--- config.mk ---
export PLATFORM = sky130hd
export DESIGN_NAME = hex_decoder_flat
export DESIGN_NICKNAME = d
export VERILOG_FILES = /design/src/rtl/hex_decoder_if.sv /design/src/rtl/hex_decoder.sv /design/src/flat_wrapper.sv
export SDC_FILE = /design/constraint.sdc
export NUM_CORES = 1
export LEC_CHECK = 0
export CORE_MARGIN = 2
export CORE_UTILIZATION = 25
export DETAILED_ROUTE_END_ITERATION = 10
export PLACE_DENSITY = 0.58
export SLEW_MARGIN = 20
export SYNTH_ARGS = -nofsm -noshare
export SYNTH_HDL_FRONTEND = slang
export SYNTH_SLANG_ARGS = --single-unit
--- constraint.sdc ---
create_clock -name clk -period 1.9 [get_ports clk]
set_input_delay 0.285 -clock clk [delete_from_list [all_inputs] [get_ports clk]]
set_output_delay 0.285 -clock clk [all_outputs]
set_load 0.02 [all_outputs]
--- src/rtl/hex_decoder_if.sv ---
//------------------------------------------------------------------------------
// hex_decoder_if
// Digit-in / word-out handshake bundle for hex_decoder.
// Revision: 1.0 - initial release
//------------------------------------------------------------------------------
`default_nettype none

interface hex_decoder_if #(
    parameter int NUM_HEX = 6
) ();
    logic [6:0]           seg_in;
    logic                 seg_valid;
    logic                 seg_ready;
    logic                 flush;
    logic [NUM_HEX*4-1:0] num;
    logic                 num_valid;
    logic                 num_ready;
    logic                 err;
    logic [2:0]           err_pos;

    modport master (
        output seg_in, seg_valid, flush, num_ready,
        input  seg_ready, num, num_valid, err, err_pos
    );

    modport slave (
        input  seg_in, seg_valid, flush, num_ready,
        output seg_ready, num, num_valid, err, err_pos
    );
endinterface

`default_nettype wire

--- src/rtl/hex_decoder.sv ---
//------------------------------------------------------------------------------
// hex_decoder
// Decodes active-low 7-segment digits and assembles NUM_HEX of them, MSB first,
// into one word handed off through a valid/ready hold stage.
// Revision: 1.0 - initial release
//------------------------------------------------------------------------------
`default_nettype none

module hex_decoder #(
    parameter int NUM_HEX = 6
) (
    input  wire logic    clk,
    input  wire logic    rst_n,
    hex_decoder_if.slave bus
);
    localparam int c_width = NUM_HEX * 4;
    localparam int c_cw    = (NUM_HEX > 1) ? $clog2(NUM_HEX) : 1;
    localparam logic [c_cw-1:0] c_cnt_last = c_cw'(NUM_HEX - 1);
    localparam logic [2:0]      c_pos_top  = 3'(NUM_HEX - 1);

    typedef enum logic [0:0] {
        COLLECT = 1'b0,
        HOLD    = 1'b1
    } state_t;

    state_t             r_state;
    state_t             w_state_nxt;
    logic [c_cw-1:0]    r_cnt;
    logic [c_cw-1:0]    w_cnt_nxt;
    logic [c_width-1:0] r_shift;
    logic [c_width-1:0] w_shift_nxt;
    logic [c_width-1:0] w_shifted;
    logic               r_err;
    logic               w_err_nxt;
    logic [2:0]         r_err_pos;
    logic [2:0]         w_err_pos_nxt;
    logic [3:0]         w_nibble;
    logic               w_legal;
    logic               w_seg_ready;

    always_comb begin
        w_nibble = 4'h0;
        w_legal  = 1'b1;
        case (bus.seg_in)
            7'b1000000: w_nibble = 4'h0;
            7'b1111001: w_nibble = 4'h1;
            7'b0100100: w_nibble = 4'h2;
            7'b0110000: w_nibble = 4'h3;
            7'b0011001: w_nibble = 4'h4;
            7'b0010010: w_nibble = 4'h5;
            7'b0000010: w_nibble = 4'h6;
            7'b1111000: w_nibble = 4'h7;
            7'b0000000: w_nibble = 4'h8;
            7'b0010000: w_nibble = 4'h9;
            7'b0001000: w_nibble = 4'hA;
            7'b0000011: w_nibble = 4'hB;
            7'b1000110: w_nibble = 4'hC;
            7'b0100001: w_nibble = 4'hD;
            7'b0000110: w_nibble = 4'hE;
            7'b0001110: w_nibble = 4'hF;
            default:    w_legal  = 1'b0;
        endcase
    end

    // A single-digit word has no older nibbles to keep
    generate
        if (NUM_HEX == 1) begin : g_shift_single
            assign w_shifted = w_nibble;
        end else begin : g_shift_multi
            assign w_shifted = {r_shift[c_width-5:0], w_nibble};
        end
    endgenerate

    assign w_seg_ready = rst_n && (r_state == COLLECT);

    always_comb begin
        w_state_nxt   = r_state;
        w_cnt_nxt     = r_cnt;
        w_shift_nxt   = r_shift;
        w_err_nxt     = r_err;
        w_err_pos_nxt = r_err_pos;
        if (bus.flush) begin
            w_state_nxt   = COLLECT;
            w_cnt_nxt     = '0;
            w_shift_nxt   = '0;
            w_err_nxt     = 1'b0;
            w_err_pos_nxt = 3'd0;
        end else begin
            case (r_state)
                COLLECT: begin
                    if (bus.seg_valid && w_seg_ready) begin
                        w_shift_nxt = w_shifted;
                        // Only the first bad digit of a word is reported
                        if (!w_legal && !r_err) begin
                            w_err_nxt     = 1'b1;
                            w_err_pos_nxt = c_pos_top - 3'(r_cnt);
                        end
                        if (r_cnt == c_cnt_last) begin
                            w_state_nxt = HOLD;
                            w_cnt_nxt   = '0;
                        end else begin
                            w_cnt_nxt = r_cnt + c_cw'(1);
                        end
                    end
                end
                HOLD: begin
                    if (bus.num_ready) begin
                        w_state_nxt   = COLLECT;
                        w_err_nxt     = 1'b0;
                        w_err_pos_nxt = 3'd0;
                    end
                end
                default: w_state_nxt = COLLECT;
            endcase
        end
    end

    always_ff @(posedge clk) begin
        if (!rst_n) begin
            r_state   <= COLLECT;
            r_cnt     <= '0;
            r_shift   <= '0;
            r_err     <= 1'b0;
            r_err_pos <= 3'd0;
        end else begin
            r_state   <= w_state_nxt;
            r_cnt     <= w_cnt_nxt;
            r_shift   <= w_shift_nxt;
            r_err     <= w_err_nxt;
            r_err_pos <= w_err_pos_nxt;
        end
    end

    assign bus.seg_ready = w_seg_ready;
    assign bus.num       = r_shift;
    assign bus.num_valid = (r_state == HOLD);
    assign bus.err       = r_err;
    assign bus.err_pos   = r_err_pos;
endmodule

`default_nettype wire
--- src/flat_wrapper.sv ---
// flat-port wrapper written by rule: the top's interface ports become plain ports
module hex_decoder_flat 
#(
    parameter int NUM_HEX = 6
)
  (clk, rst_n, bus_seg_in, bus_seg_valid, bus_flush, bus_num_ready, bus_seg_ready, bus_num, bus_num_valid, bus_err, bus_err_pos);
  hex_decoder_if #(.NUM_HEX(NUM_HEX)) bus_i ();
  input  wire logic clk;
  input  wire logic rst_n;
  input wire logic [$bits(bus_i.seg_in)-1:0] bus_seg_in;
  input wire logic [$bits(bus_i.seg_valid)-1:0] bus_seg_valid;
  input wire logic [$bits(bus_i.flush)-1:0] bus_flush;
  input wire logic [$bits(bus_i.num_ready)-1:0] bus_num_ready;
  output wire logic [$bits(bus_i.seg_ready)-1:0] bus_seg_ready;
  output wire logic [$bits(bus_i.num)-1:0] bus_num;
  output wire logic [$bits(bus_i.num_valid)-1:0] bus_num_valid;
  output wire logic [$bits(bus_i.err)-1:0] bus_err;
  output wire logic [$bits(bus_i.err_pos)-1:0] bus_err_pos;
  assign bus_i.seg_in = bus_seg_in;
  assign bus_i.seg_valid = bus_seg_valid;
  assign bus_i.flush = bus_flush;
  assign bus_i.num_ready = bus_num_ready;
  assign bus_seg_ready = bus_i.seg_ready;
  assign bus_num = bus_i.num;
  assign bus_num_valid = bus_i.num_valid;
  assign bus_err = bus_i.err;
  assign bus_err_pos = bus_i.err_pos;
  hex_decoder #(.NUM_HEX(NUM_HEX)) u_core (.clk(clk), .rst_n(rst_n), .bus(bus_i));
endmodule
### Word level (Yosys, flattened, before mapping)

Cells that the tools add are included.

| word-level totals | value |
|---|---|
| register bits | 32 |
| bits of input ports | 12 |
| output and inout bits | 30 |
| logic and storage cells | 53 |

| cells by class | value |
|---|---|
| add/subtract/negate cells | 2 |
| equality and inequality tests | 19 |
| multiplexer cells | 15 |
| bitwise operators | 2 |
| reduce and logical (&&, ||, !) cells | 10 |

Operator list:

| cell | number |
|---|---|
| one-hot mux 4 bit (15 select lines) | 1 |
| == test 7 bit (second input constant) | 4 |
| == test 7 x 5 -> 1 bit (second input constant) | 3 |
| == test 7 x 6 -> 1 bit (second input constant) | 3 |
| OR reduction 16 bit | 1 |
| == test 7 x 2 -> 1 bit (second input constant) | 2 |
| == test 7 x 4 -> 1 bit (second input constant) | 2 |
| two-way mux 3 bit | 4 |
| == test 7 x 3 -> 1 bit (second input constant) | 1 |
| logical NOT 7 bit | 1 |
| two-way mux 1 bit | 7 |
| inequality test 2 bit (second input constant) | 3 |
| one-hot mux 3 bit (2 select lines) | 1 |
| one-hot mux 1 bit (2 select lines) | 2 |
| adder 3 x 1 -> 3 bit (second input constant) | 1 |
| == test 3 bit (second input constant) | 1 |
| logical AND 1 bit | 3 |
| AND reduction 3 bit | 1 |
| subtractor 3 bit (first input constant) | 1 |
| logical NOT 1 bit | 2 |
| NOT 1 bit | 2 |
| AND reduction 2 bit | 1 |
| OR reduction 2 bit | 1 |

### Logic depth before layout (Yosys ltp)

| depth | value |
|---|---|
| depth in word-level cells | 8 |
| mapped depth | 7 |
| depth with buffers taken out | 6 |

### Worst setup path before layout

No wires, ideal clock.

| timing path | value |
|---|---|
| path type | reg2reg |
| from | register u_core.r_state (netlist: u_core.bus.num_valid) |
| to | register u_core.r_err_pos[0] (netlist: u_core.bus.err_pos[0]) |
| setup time | 72 ps |
| arrival | 1627 ps |
| required time | 1828 ps |
| path slack | 201 ps |
| stages on the path, launching flop included | 7 |
| buffers on the path | 1 |
| clock period less this slack | 1699 ps |
| cells stage by stage | dfxtp_1 nor2b_1 nand2_1 nor2_1 and4_4 buf_6 mux2i_1 |

| between the ends | value |
|---|---|
| longest elaborated chain between the ends | 5 |
| elaborated cells on any way between the ends | 8 |
| those cells by class | eq/ne (3); mux (1); bitwise (1); reduce/logical (3) |

Ends and longest elaborated chain:

| item | line | text |
|---|---|---|
| start: declaration | hex_decoder.sv:26 | `state_t r_state;` |
| start signal: assignment | hex_decoder.sv:126 | `r_state <= w_state_nxt;` |
| NOT 1 bit (no line) | -- |  |
| logical AND 1 bit | hex_decoder.sv:74 | `assign w_seg_ready = rst_n && (r_state == COLLECT);` |
| via bus_seg_ready | flat_wrapper.sv:14 | `output wire logic [$bits(bus_i.seg_ready)-1:0] bus_seg_ready;` |
| logical AND 1 bit | hex_decoder.sv:91 | `if (bus.seg_valid && w_seg_ready) begin` |
| inequality test 2 bit (no line) | -- |  |
| AND reduction 3 bit (no line) | -- |  |
| end signal: assignment | hex_decoder.sv:130 | `r_err_pos <= w_err_pos_nxt;` |
| end: declaration | hex_decoder.sv:35 | `logic [2:0] r_err_pos;` |

The timed path passes the listed nets, and every way through them passes these cells.
A chain may end at the register's enable or synchronous reset.

### Worst setup path after layout

| timing path | value |
|---|---|
| from | input port bus_seg_in[0] |
| to | register u_core.r_err_pos[0] (netlist: u_core.bus.err_pos[0]) |

| between the ends | value |
|---|---|
| longest elaborated chain between the ends | 7 |
| elaborated cells on any way between the ends | 22 |
| those cells by class | eq/ne (16); mux (1); reduce/logical (5) |

Ends and longest elaborated chain:

| item | line | text |
|---|---|---|
| start: declaration | flat_wrapper.sv:10 | `input wire logic [$bits(bus_i.seg_in)-1:0] bus_seg_in;` |
| == test 7 bit (tied with other cells) | hex_decoder.sv:44 | `case (bus.seg_in)` |
| OR reduction 16 bit (no line) (*) | -- |  |
| two-way mux 1 bit (*) | hex_decoder.sv:44 |  |
| logical NOT 1 bit (*) | hex_decoder.sv:94 | `if (!w_legal && !r_err) begin` |
| logical AND 1 bit (*) | hex_decoder.sv:94 |  |
| inequality test 2 bit (no line) (*) | -- |  |
| AND reduction 3 bit (no line) (*) | -- |  |

Every way passes the cells marked *; elsewhere a longest branch is shown, timed or not.

==> qor.yml <==
clock_tree:
  hold_buffers: 0
  clock-sinks: 32
  clk_latency_ps: 280
  cts_tree: "done"
  clk_path_buf_depth: 2
  numCtsBuffers: 5
  cts.clk_slew.worst_paths_ps: 70
  cts_root_buffer: "clkbuf_8"
  cts-htree-levels: 2
drt:
  drt_wl_total_um: 3788
  num_vias: 1459
  ant_nets: 0
  routed_via_density: 4.517
  drc: 0
  dr.pass1.iters: 4
  wl_per_cell_um: 11.73
  drt_iter0_drc: 36
global_route:
  track_usage: 0.1202
  grt_pass1_vias: 1377
  overflow: 0
  grt_max_degree: 29
  grt_pass1_wl_um: 6203
  antenna_found_initial: 0
floorplanning:
  coreArea_um2: 5886
  die_w_um: 81.92
  die-area_um2: 6710
  die_h_um: 81.92
  pin_count: 42
  initial_core_util: 0.2579
  rows: 28
synth:
  synth_top_cells_by_area: "dfxtp_1 (42%), nand2_1 (12%), a21oi_1 (8.6%)"
  syn-mean-instance-area_um2: 7.946
  synth_fp_nets: 205
  synthFlopType: "dfxtp_1"
  ys_seq_area_frac: 0.4221
  ys_seq_elements: 32
  postSynth.asyncResetShare: 0
  synth_cells: 191
  yosysWarnings: 0
  synth_area_um2: 1518
  yosysTopAreaCell: "dfxtp_1"
  yosysTopAreaCellShare: 0.4221
  synth_edf_count: 0
  synth_cell_type_count: 40
sta:
  worst_slack_ps: 166.6
  fin_skew_ps: 5.302
  tns_ps: 0
  setup-violations-final: 0
  hold_slack_ps: 453.8
  fin_crit_sh: 0.9123
  fmax_ghz: 0.5769
  finalHoldViolCount: 0
  worst_pin_slew_ps: 335.4
  rsz0062_at_grt: "no"
  slew_headroom: 0.7743
  period_needed_ps: 1733
  finalMaxSlewViolations: 0
final_layout:
  final_cell_area_um2: 2213
  area_delta_synth_final_pct: 45.84
  multi_input_area_um2: 777.0
  final_util: 0.3761
  layout.cells.non_filler: 323
  final_cell_mix: "nand2_1 (49), clkdlybuf4s50_1 (40), dfxtp_1 (32), a21oi_1 (26), buf_4 (23)"
  nFillCells: 625
  insertedDiodeCount: 0
  final_nets: 261
  ff_latch_area_um2: 640.6
  drive_gt1_frac: 0.1452
  mostFrequentLayoutCell: "nand2_1"
place:
  pre_cts_slack_ps: -126.8
  portBuffers: 41
  place_area_um2: 2122
  dpl.hpwl_um: 2742
  gp_congestion: 0.8033
  place_inst: 315
critical_path:
  path_cells: "clkdlybuf4s50_1, buf_4, nor3b_1, a31o_1, a21boi_2, and4_4, mux2i_1"
  worstPathMaxFanout: 7
  cp-start-kind: "input port"
  crit_family: "buffers and inverters"
  required_ps: 2110
  worstPathArrival_ps: 1940
  path_class: "input port to register"
  crit_path_top_delay_cell: "clkdlybuf4s50_1"
  path_buf_inv: 2
  max_stage_delay_ps: 600
  endpoint_kind: "register"
power:
  vdd_ir_drop_max_v: 0.0002232
  power_mw: 1.397
  leakage_nw: 0.7569
  p_per_area_nw_per_um2: 631.3
job:
  drv_cap: 0
run_status:
  status: "finished, final reports clean"
worst_hold_path:
  hold_path.class: "register to register"
-- flip-flops by register name, indices dropped and copies added (netlist names) --
register / count
u_core.bus.num: 24
u_core.bus.err_pos: 3
u_core.r_cnt: 3
u_core.bus.err: 1
u_core.bus.num_valid: 1
-- what timing repair did --
action | 4_1_cts | 5_1_grt
resized for setup | 1 | 0
setup endpoints to repair | 1 | 0
buffers inserted | 0 | 0
-- layer usage --
layer  up-vias  part of all wire  global-route usage
met5         -                 0                   0
met4         0             0.012             0.04000
met3         4             0.061             0.03846
met2        43              0.45              0.2008
met1       649              0.48              0.1454
li1        763                 -                   -
-- worst register-to-register path, stage by stage (launching register included) --
cell	delay (ps)
dfxtp_1	340
nor2b_1	190
buf_4	140
nand2_1	100
nor2_1	160
and4_4	270
mux2i_1	180
-- Yosys cell counts (all sizes together) (2+ instances only) --
library cell / instances
nand2b: 3
a31oi: 3
nand3b: 3
inv: 2
a211oi: 2
ha: 2
nor3: 2
a21boi: 2
nor3b: 5
mux2i: 3
nor4: 2
nor2: 9
buf: 11
nand2: 49
o21ai: 7
dfxtp: 32
nor2b: 5
clkbuf: 5
nand3: 2
a32oi: 2
a21oi: 26
-- where the power goes --
group | leakage (nW) | total, mW | switching (mW) | internal, mW
combinational | 0.448 | 0.185 | 0.0933 | 0.0921
clock | 0.0510 | 0.529 | 0.241 | 0.288
sequential | 0.258 | 0.683 | 0.00575 | 0.677
total | 0.757 | 1.40 | 0.340 | 1.06
-- final timing paths --
path / endpoint / cells past startpoint / from / slack (ps)
max reg2reg: u_core.bus.err_pos[0]$_SDFFE_PP0P_ / 6 / u_core.bus.num_valid$_SDFF_PP0_ / 450
min reg2reg: u_core.bus.num[21]$_SDFFE_PP0P_ / 2 / u_core.bus.num[21]$_SDFFE_PP0P_ / 450
max: u_core.bus.err_pos[0]$_SDFFE_PP0P_ / 7 / bus_seg_in[0] / 170
min: u_core.bus.num[21]$_SDFFE_PP0P_ / 2 / u_core.bus.num[21]$_SDFFE_PP0P_ / 450
-- cells by family (layout without fill, tap and decap cells) --
| group | count (synthesis) | count (layout) | share of synthesized area |
|---|---|---|---|
| compound gates | 48 | 48 | 0.1929 |
| flops | 32 | 32 | 0.4221 |
| fa+ha+maj | 2 | 2 | 0.01649 |
| mux | 3 | 3 | 0.01979 |
| buf+inv | 18 | 75 | 0.06595 |
| xor+xnor | 2 | 2 | 0.01154 |
| simple gates | 86 | 86 | 0.2712 |
-- area by class of cell --
cell class              count  area share
multi-input cells         141      0.3510
flip-flops and latches     32      0.2894
repair buffers             65      0.2719
well taps                  75     0.04240
clock buffers               6     0.03731
clock inverters             2    0.004522
inverters                   2    0.003392
Note: power is estimated with default switching activity, not from simulation.
